$ cat config.mk
export PLATFORM = sky130hd
export DESIGN_NAME = vga_fb_arbiter_flat
export DESIGN_NICKNAME = d
export VERILOG_FILES = /design/src/rtl/vga_fb_arbiter_if.sv /design/src/rtl/vga_fb_arbiter.sv /design/src/flat_wrapper.sv
export SDC_FILE = /design/constraint.sdc
export NUM_CORES = 1
export LEC_CHECK = 0
export ABC_AREA = 1
export CORE_AREA = 2 2 187 189
export CTS_CLUSTER_SIZE = 8
export DETAILED_ROUTE_END_ITERATION = 8
export DIE_AREA = 0 0 189 191
export PLACE_DENSITY = 0.86
export SLEW_MARGIN = 20
export SYNTH_ARGS = -nofsm -noshare
export SYNTH_HDL_FRONTEND = slang
export SYNTH_SLANG_ARGS = --single-unit
$ cat constraint.sdc
create_clock -name clk -period 4.9 [get_ports clk]
set_clock_uncertainty 0.15 [all_clocks]
set_input_delay 0.49 -clock clk [delete_from_list [all_inputs] [get_ports clk]]
set_output_delay 0.49 -clock clk [all_outputs]
set_load 0.01 [all_outputs]
$ cat src/rtl/vga_fb_arbiter_if.sv
// Port bundle of the VGA frame-buffer read arbiter: raster side, CPU read port and frame-memory read port.
// master = arbiter side, slave = surrounding system (raster, CPU, dmem_rom).
interface vga_fb_arbiter_if;
   // CPU handshake: cpu_req is held with cpu_addr stable until cpu_gnt has been
   // seen (a one-cycle pulse); cpu_rvalid pulses exactly one cycle after cpu_gnt,
   // and cpu_rdata holds that data until the next cpu_rvalid.
   logic         frame_start;
   logic         pix_req;
   logic [23:0]  pix_rgb;
   logic         pix_valid;
   logic         underflow;
   logic         cpu_req;
   logic [31:0]  cpu_addr;
   logic         cpu_gnt;
   logic         cpu_rvalid;
   logic [191:0] cpu_rdata;
   logic [31:0]  mem_addr;
   logic         mem_is_vector;
   logic [191:0] mem_rd;

   modport master (
      input  frame_start, pix_req, cpu_req, cpu_addr, mem_rd,
      output pix_rgb, pix_valid, underflow, cpu_gnt, cpu_rvalid, cpu_rdata,
             mem_addr, mem_is_vector
   );

   modport slave (
      output frame_start, pix_req, cpu_req, cpu_addr, mem_rd,
      input  pix_rgb, pix_valid, underflow, cpu_gnt, cpu_rvalid, cpu_rdata,
             mem_addr, mem_is_vector
   );
endinterface

$ cat src/rtl/vga_fb_arbiter.sv
// Scanout scheduler: prefetches image pixels into a small FIFO and shares the read port with a CPU.
// Optional feature macro: VGA_ARB_CPU_EN enables the CPU read port; without it display owns every slot.
module vga_fb_arbiter #(
   parameter int          IMG_W      = 100,
   parameter int          IMG_H      = 100,
   parameter logic [31:0] BASE_ADDR  = 32'h0,
   parameter int          FIFO_DEPTH = 8
) (
   input  logic              clk,
   input  logic              reset,
   vga_fb_arbiter_if.master  bus,
   output logic [1:0]        state_o
);

   localparam int PW = $clog2(FIFO_DEPTH);
   localparam int CW = PW + 1;
   localparam int XW = $clog2(IMG_W + 1);
   localparam int YW = $clog2(IMG_H + 1);
   localparam logic [31:0]   ROW_STRIDE = 32'(3 * IMG_W);
   localparam logic [CW:0]   DEPTH_W    = (CW+1)'(FIFO_DEPTH);
   localparam logic [CW-1:0] HALF_W     = CW'(FIFO_DEPTH / 2);

   typedef enum logic [1:0] {
      ST_IDLE  = 2'd0,
      ST_FETCH = 2'd1,
      ST_DONE  = 2'd2
   } state_t;

   state_t        state_q, state_d;
   logic [XW-1:0] x_q, x_d, x_cur;
   logic [YW-1:0] y_q, y_d, y_cur;
   logic [31:0]   row_base_q, row_base_d, row_base_cur;
   logic [31:0]   col_off_q, col_off_d, col_off_cur;
   logic [31:0]   mem_addr_q, disp_addr, issue_addr;
   logic          rd_v_q, rd_cpu_q;
   logic          underflow_q, underflow_d;
   logic [PW-1:0] wr_ptr_q, rd_ptr_q;
   logic [CW-1:0] count_q, count_d, count_cur;
   logic [23:0]   fifo_mem [FIFO_DEPTH];
   logic [23:0]   pix_in;
   logic          fs, push, pop, disp_inflight, disp_elig;
   logic          last_x, last_y, gnt_disp, gnt_cpu;

   // A frame_start cycle already sees the cleared raster/FIFO, so (0,0) can issue at once.
   assign fs           = bus.frame_start;
   assign x_cur        = fs ? '0 : x_q;
   assign y_cur        = fs ? '0 : y_q;
   assign row_base_cur = fs ? '0 : row_base_q;
   assign col_off_cur  = fs ? '0 : col_off_q;
   assign count_cur    = fs ? '0 : count_q;

   assign disp_inflight = rd_v_q && !rd_cpu_q && !fs;
   assign disp_elig     = (fs || state_q == ST_FETCH) &&
                          (({1'b0, count_cur} + (CW+1)'(disp_inflight)) < DEPTH_W);
   assign disp_addr     = BASE_ADDR + row_base_cur + col_off_cur;
   assign last_x        = (x_cur == XW'(IMG_W - 1));
   assign last_y        = (y_cur == YW'(IMG_H - 1));

   assign push   = rd_v_q && !rd_cpu_q && !fs;
   assign pop    = bus.pix_req && (count_q != '0) && !fs;
   assign pix_in = {bus.mem_rd[7:0], bus.mem_rd[39:32], bus.mem_rd[71:64]};

`ifdef VGA_ARB_CPU_EN
   logic         cpu_gnt, cpu_elig, cpu_rvalid_q;
   logic [191:0] cpu_rdata_q;

   assign cpu_gnt    = rd_v_q && rd_cpu_q;
   assign cpu_elig   = bus.cpu_req && !cpu_gnt;
   assign gnt_disp   = disp_elig && (!cpu_elig || (count_cur < HALF_W));
   assign gnt_cpu    = cpu_elig && !gnt_disp;
   assign issue_addr = gnt_cpu ? bus.cpu_addr : disp_addr;

   always_ff @(posedge clk) begin
      if (!reset) begin
         cpu_rvalid_q <= 1'b0;
         cpu_rdata_q  <= '0;
      end else begin
         cpu_rvalid_q <= cpu_gnt;
         if (cpu_gnt) cpu_rdata_q <= bus.mem_rd;
      end
   end

   assign bus.cpu_gnt    = cpu_gnt;
   assign bus.cpu_rvalid = cpu_rvalid_q;
   assign bus.cpu_rdata  = cpu_rdata_q;
`else
   logic unused_cpu;

   assign gnt_disp       = disp_elig;
   assign gnt_cpu        = 1'b0;
   assign issue_addr     = disp_addr;
   assign bus.cpu_gnt    = 1'b0;
   assign bus.cpu_rvalid = 1'b0;
   assign bus.cpu_rdata  = '0;
   assign unused_cpu     = ^{bus.cpu_req, bus.cpu_addr, bus.mem_rd[191:72],
                             bus.mem_rd[63:40], bus.mem_rd[31:8]};
`endif

   always_comb begin
      state_d    = state_q;
      x_d        = x_cur;
      y_d        = y_cur;
      row_base_d = row_base_cur;
      col_off_d  = col_off_cur;
      if (fs) state_d = ST_FETCH;
      if (gnt_disp) begin
         if (last_x) begin
            x_d        = '0;
            col_off_d  = '0;
            y_d        = y_cur + YW'(1);
            row_base_d = row_base_cur + ROW_STRIDE;
            if (last_y) state_d = ST_DONE;
         end else begin
            x_d       = x_cur + XW'(1);
            col_off_d = col_off_cur + 32'd3;
         end
      end
   end

   always_comb begin
      count_d     = count_q;
      underflow_d = underflow_q;
      if (push && !pop)      count_d = count_q + CW'(1);
      else if (pop && !push) count_d = count_q - CW'(1);
      if (fs)                                      underflow_d = 1'b0;
      else if (bus.pix_req && (count_q == '0))     underflow_d = 1'b1;
   end

   always_ff @(posedge clk) begin
      if (!reset) begin
         state_q     <= ST_IDLE;
         x_q         <= '0;
         y_q         <= '0;
         row_base_q  <= '0;
         col_off_q   <= '0;
         mem_addr_q  <= BASE_ADDR;
         rd_v_q      <= 1'b0;
         rd_cpu_q    <= 1'b0;
         underflow_q <= 1'b0;
         wr_ptr_q    <= '0;
         rd_ptr_q    <= '0;
         count_q     <= '0;
      end else begin
         state_q     <= state_d;
         x_q         <= x_d;
         y_q         <= y_d;
         row_base_q  <= row_base_d;
         col_off_q   <= col_off_d;
         rd_v_q      <= gnt_disp || gnt_cpu;
         rd_cpu_q    <= gnt_cpu;
         underflow_q <= underflow_d;
         if (gnt_disp || gnt_cpu) mem_addr_q <= issue_addr;
         if (fs) begin
            wr_ptr_q <= '0;
            rd_ptr_q <= '0;
            count_q  <= '0;
         end else begin
            if (push) wr_ptr_q <= wr_ptr_q + PW'(1);
            if (pop)  rd_ptr_q <= rd_ptr_q + PW'(1);
            count_q <= count_d;
         end
      end
   end

   always_ff @(posedge clk) begin
      if (push) fifo_mem[wr_ptr_q] <= pix_in;
   end

   assign bus.pix_valid     = (count_q != '0);
   assign bus.pix_rgb       = (count_q != '0) ? fifo_mem[rd_ptr_q] : 24'h0;
   assign bus.underflow     = underflow_q;
   assign bus.mem_addr      = mem_addr_q;
   assign bus.mem_is_vector = 1'b1;
   assign state_o           = state_q;

endmodule
$ cat src/flat_wrapper.sv
// flat-port wrapper written by rule: the top's interface ports become plain ports
module vga_fb_arbiter_flat 
#(
   parameter int          IMG_W      = 100,
   parameter int          IMG_H      = 100,
   parameter logic [31:0] BASE_ADDR  = 32'h0,
   parameter int          FIFO_DEPTH = 8
)
  (clk, reset, state_o, bus_frame_start, bus_pix_req, bus_cpu_req, bus_cpu_addr, bus_mem_rd, bus_pix_rgb, bus_pix_valid, bus_underflow, bus_cpu_gnt, bus_cpu_rvalid, bus_cpu_rdata, bus_mem_addr, bus_mem_is_vector);
  vga_fb_arbiter_if bus_i ();
  input  logic clk;
  input  logic reset;
  output logic [1:0] state_o;
  input wire logic [$bits(bus_i.frame_start)-1:0] bus_frame_start;
  input wire logic [$bits(bus_i.pix_req)-1:0] bus_pix_req;
  input wire logic [$bits(bus_i.cpu_req)-1:0] bus_cpu_req;
  input wire logic [$bits(bus_i.cpu_addr)-1:0] bus_cpu_addr;
  input wire logic [$bits(bus_i.mem_rd)-1:0] bus_mem_rd;
  output wire logic [$bits(bus_i.pix_rgb)-1:0] bus_pix_rgb;
  output wire logic [$bits(bus_i.pix_valid)-1:0] bus_pix_valid;
  output wire logic [$bits(bus_i.underflow)-1:0] bus_underflow;
  output wire logic [$bits(bus_i.cpu_gnt)-1:0] bus_cpu_gnt;
  output wire logic [$bits(bus_i.cpu_rvalid)-1:0] bus_cpu_rvalid;
  output wire logic [$bits(bus_i.cpu_rdata)-1:0] bus_cpu_rdata;
  output wire logic [$bits(bus_i.mem_addr)-1:0] bus_mem_addr;
  output wire logic [$bits(bus_i.mem_is_vector)-1:0] bus_mem_is_vector;
  assign bus_i.frame_start = bus_frame_start;
  assign bus_i.pix_req = bus_pix_req;
  assign bus_i.cpu_req = bus_cpu_req;
  assign bus_i.cpu_addr = bus_cpu_addr;
  assign bus_i.mem_rd = bus_mem_rd;
  assign bus_pix_rgb = bus_i.pix_rgb;
  assign bus_pix_valid = bus_i.pix_valid;
  assign bus_underflow = bus_i.underflow;
  assign bus_cpu_gnt = bus_i.cpu_gnt;
  assign bus_cpu_rvalid = bus_i.cpu_rvalid;
  assign bus_cpu_rdata = bus_i.cpu_rdata;
  assign bus_mem_addr = bus_i.mem_addr;
  assign bus_mem_is_vector = bus_i.mem_is_vector;
  vga_fb_arbiter #(.IMG_W(IMG_W), .IMG_H(IMG_H), .BASE_ADDR(BASE_ADDR), .FIFO_DEPTH(FIFO_DEPTH)) u_core (.clk(clk), .reset(reset), .bus(bus_i), .state_o(state_o));
endmodule
==> reports/summary.md <==
The run finished with clean final reports. The count of unique library cells instantiated by Yosys was 43; the highest cell delay on the worst timing path was 0.64 ns. After clock tree synthesis, the clock-pin slew on the worst setup and hold paths is 0.05 ns. Setup violations remaining at the end of the flow were counted as 0. The synthesized netlist devotes 1.37% of its cell area to adder and majority cells.

The path category of the worst min-delay check is reg2reg. The ratio of total power to cell area works out to 316 mW/mm^2. The worst hold path stage count works out to 2.

The run gives 2282 as the post-synthesis instance total. The area of the die came out at 0.0361 sq mm. For the post-detailed-route DRC marker count, the log shows 0. In the routed layout, each cell is associated on average with a via count of 5.46. Global routing used 26.1% of the available tracks across all layers. At the pin with the least slew margin, the transition time is 1.08 ns. The routed metal-1 wirelength is 19600 microns.

Timing would allow up to 261 MHz. The run gives 2608 as the net total in the final layout. Of the post-synthesis cell area, the dominant cell type holds 32.3%. Summing the sequential cell areas from Yosys gives 46.6% of the chip area.

The combinational family with the most area after synthesis was simple AND/OR/NAND/NOR gates. In this run the critical register-to-register path is launched from u_core.count_q[0]$_SDFFE_PP0P_. The number of DRC violations after detailed-routing iteration 0 is 1809. Counting flops with an async set or reset pin after synthesis yields a share of 0%. The simple-gate area share of the yosys netlist came out at 24.2%. The height of the die works out to 191 microns. The number of top-level pins was 484; the number of port buffers was 87. For the worst-case vdd ir drop, the log shows 0.000256 V. The horizontal die dimension works out to 189 microns. Walking the worst path, the cells encountered are inv_1, buf_4, o21ai_0, o22ai_1, o21ai_0, a31oi_1, clkdlybuf4s50_1. Summed over all cells, the static leakage comes to 8.06 nW. Ranked by total cell area, the synthesized netlist is headed by edfxtp_1, dfxtp_1, nand2_1.

In this run, synthesis inferred 192 flip-flops with an integrated enable. The buffer cell driving the clock tree root was clkbuf_16. The routed layout has 15500 vias. After synthesis the netlist holds a flip-flop and latch count of 319.

The post-CTS resize count is 0. Row generation in the floorplan step produced 68 rows. The congestion estimate from routability-driven global placement came to 0.981. Number of pins with negative max-slew slack in the final report: 0. The first-pass detailed-route iteration total came out at 6. Of all nets on the critical path, the largest fanout is 24. After floorplanning, the core was sized to cover 0.0341 sq mm.

Most frequently used flop master after synthesis: edfxtp_1. For this run, the number of Yosys warnings is 0. For the depth of the CTS H-tree, the log shows 2. For the number of buffers inserted to repair setup after CTS, the log shows 0. The capturing element type of the critical path is a primary output. On the critical path the largest part of the delay comes from buffers and inverters.

The first global-routing pass estimated 74300 microns of wire. The logs give 0 ns for the total negative slack for setup checks and 22700 microns for the routed wire length on met2. The tools report the final-report hold violation count as 0. No sink is reached through more buffers than the 3 on the longest clock path.

The multiplexer share of the synthesized area works out to 0%. TritonCTS built the clock tree. For the finished layout, the period the worst path requires is 3.83 ns. After detailed routing, no signal wire sits above met4. Endpoint of the worst register-to-register path: u_core.count_q[3]$_SDFFE_PP0P_. Wire segments on met3 add up to 4700 microns in the final route. The startpoint identified for the worst hold timing path is u_core.row_base_q[0]$_SDFF_PN0_. The worst-case headroom to the max-slew limit was 27.7%; the buffering stage count on the worst path with inverters included was 3. The fraction of layout cells with a size suffix above 1 was 6.66%. Entering global routing, the biggest net connects 97 pins. The worst register-to-register path has a setup slack of 1.68 ns.

The critical path is of the reg2out type. The worst min-delay path endpoint was u_core.row_base_q[0]$_SDFF_PN0_. CTS saw 319 sinks.

After clock tree synthesis, the flow added hold-fix buffers numbering 0. Number of antenna violations at the first check in global routing: 2. Setup repair after global routing left no endpoint under its margin. Leaving out filler cells and counting taps, the final layout contains 2844. The required time reported for the critical path endpoint was 4.26 ns.

The logs give 0 for the max capacitance violation total and 0.56 ns for the clock latency reported for the late side of the worst-skew pair. The worst reg-to-reg path cell count is 16. For this design, the slowest cell found on the critical path is inv_1. The mapped netlist covers 0.0178 sq mm. Summed over all nets, the half-perimeter wirelength after detailed placement is 32600 microns.

The synthesized netlist devotes 11.1% of its cell area to compound gates. Number of global-route vias before repair: 14200. In the final routed layout, each cell accounts on average for 17.2 microns. The mean instance size in the synthesized netlist works out to 7.82 sq um.

The cell that appears most often on the critical path is o21ai_0. Including well taps, the total number of placed cells is 2768. The final critical path takes up 78.1% of the cycle. From synthesis to final layout, the design area changed by 10.4%. The tools report the final wirelength as 49000 microns. Summed over all instances, the cell type with the most area after synthesis is edfxtp_1. STA puts the critical path data arrival time at 3.19 ns. In this run, CTS created clock tree buffers numbering 45. For the number of nets with antenna violations after detailed routing, the log shows 0. The worst setup path is launched from a flip-flop. The synthesized netlist devotes 1.47% of its cell area to XOR and XNOR gates.

For this run the aggregate overflow at the end of global routing stands at 0. Effective utilization at floorplan: 52.3%.
==> metrics by stage <==
stage	total power, mW	setup slack [ns]	utilization [%]	area, sq um	hold slack [ns]
6_report	6.22	1.07	57.7	19700	0.303
5_1_grt	6.39	0.965	57.7	19700	0.334
4_1_cts	6.23	1.11	57.7	19700	0.313
3_5_place_dp	3.39	1.28	54.0	18400	0.305
3_3_place_gp	3.38	1.30	54.0	18400	0.289
2_1_floorplan	3.33	1.91	-	18600	0.267
==> cell usage after synthesis (6+ instances only) <==
| cell | number |
|---|---|
| nand2_1 | 467 |
| nor2_1 | 350 |
| inv_1 | 210 |
| buf_4 | 199 |
| edfxtp_1 | 192 |
| o21ai_0 | 186 |
| dfxtp_1 | 127 |
| nand3_1 | 92 |
| a21oi_1 | 85 |
| clkbuf_1 | 51 |
| nor3_1 | 38 |
| inv_2 | 36 |
| xor2_1 | 27 |
| a31oi_1 | 26 |
| nand4_1 | 26 |
| o22ai_1 | 24 |
| ha_1 | 18 |
| nand2_2 | 16 |
| nor2_2 | 14 |
| o21ai_1 | 13 |
| o21bai_1 | 13 |
| buf_2 | 9 |
| nand3_2 | 7 |
| a211oi_1 | 6 |
| nor4_1 | 6 |
==> metal layers <==
| layer | global-route usage, % | vias up |
|---|---|---|
| li1 | - | 7238 |
| met1 | 34.0 | 7245 |
| met2 | 42.2 | 902 |
| met3 | 4.79 | 140 |
| met4 | 12.5 | 0 |
| met5 | 0 | - |
==> cell families after synthesis <==
| kind of cell | Yosys count |
|---|---|
| fa+ha+maj | 19 |
| simple gates | 1032 |
| xor+xnor | 30 |
| buf+inv | 513 |
| other cells | 2 |
| compound gates | 367 |
| flops | 319 |
==> worst min-delay path, delay by kind of cell, from the launching register on <==
kind	cells	cell delay, ns
flip-flops	1	0.29
buffers and inverters	1	0.07
AND/OR/NAND/NOR	1	0.04
==> cell type report <==
cell class | count | area [sq um]
inverters | 246 | 923
fillers | 2883 | 14400
multi-input cells | 1643 | 7600
repair buffers | 105 | 1010
flip-flops and latches | 319 | 8310
clock buffers | 71 | 1220
clock inverters | 3 | 58.8
diodes | 2 | 5.00
well taps | 455 | 569
==> power by group <==
part / leakage (nW) / switching, mW / internal, mW / total (mW)
Combinational: 4.69 / 0.321 / 0.142 / 0.463
Clock: 0.611 / 1.16 / 1.71 / 2.86
Sequential: 2.76 / 0.0179 / 2.88 / 2.90
==> how the worst max path moves through the flow <==
stage	endpoint	slack, ns	cells after the start
after floorplan	u_core.row_base_q[26]$_SDFF_PN0_	1.91	17
after global routing	bus_pix_rgb[6]	0.97	6
after global placement	u_core.bus.mem_addr[28]$_SDFFE_PN0P_	1.30	17
after CTS	bus_pix_rgb[15]	1.11	7
final	bus_pix_rgb[13]	1.07	7
after detailed placement	u_core.bus.mem_addr[28]$_SDFFE_PN0P_	1.28	17
==> sequential cells by signal, summed over array words and instances, names as in the netlist, named ones only <==
register	cells
u_core.bus.mem_addr	32
u_core.bus.underflow	1
u_core.col_off_q	32
u_core.count_q	4
u_core.fifo_mem	192
u_core.rd_ptr_q	3
u_core.rd_v_q	1
u_core.row_base_q	32
u_core.state_o	2
u_core.wr_ptr_q	3
u_core.x_q	7
u_core.y_q	7
==> layout by cell type (no fill, tap or decap), types with 13 or more instances in the layout <==
cell,instances
o22ai_1,24
nand2_2,16
edfxtp_1,192
nor2_2,14
dfxtp_1,126
nand4_1,26
clkbuf_16,45
nor2_1,342
ha_1,18
clkdlybuf4s50_1,85
o21bai_1,13
buf_4,17
a31oi_1,26
a21oi_1,85
inv_1,208
nor2_4,13
o21ai_0,186
conb_1,195
nand2_1,467
inv_2,37
o21ai_1,13
nand3_1,92
clkbuf_1,26
xor2_1,27
nor3_1,38
Note: power is estimated with default switching activity, not from simulation.
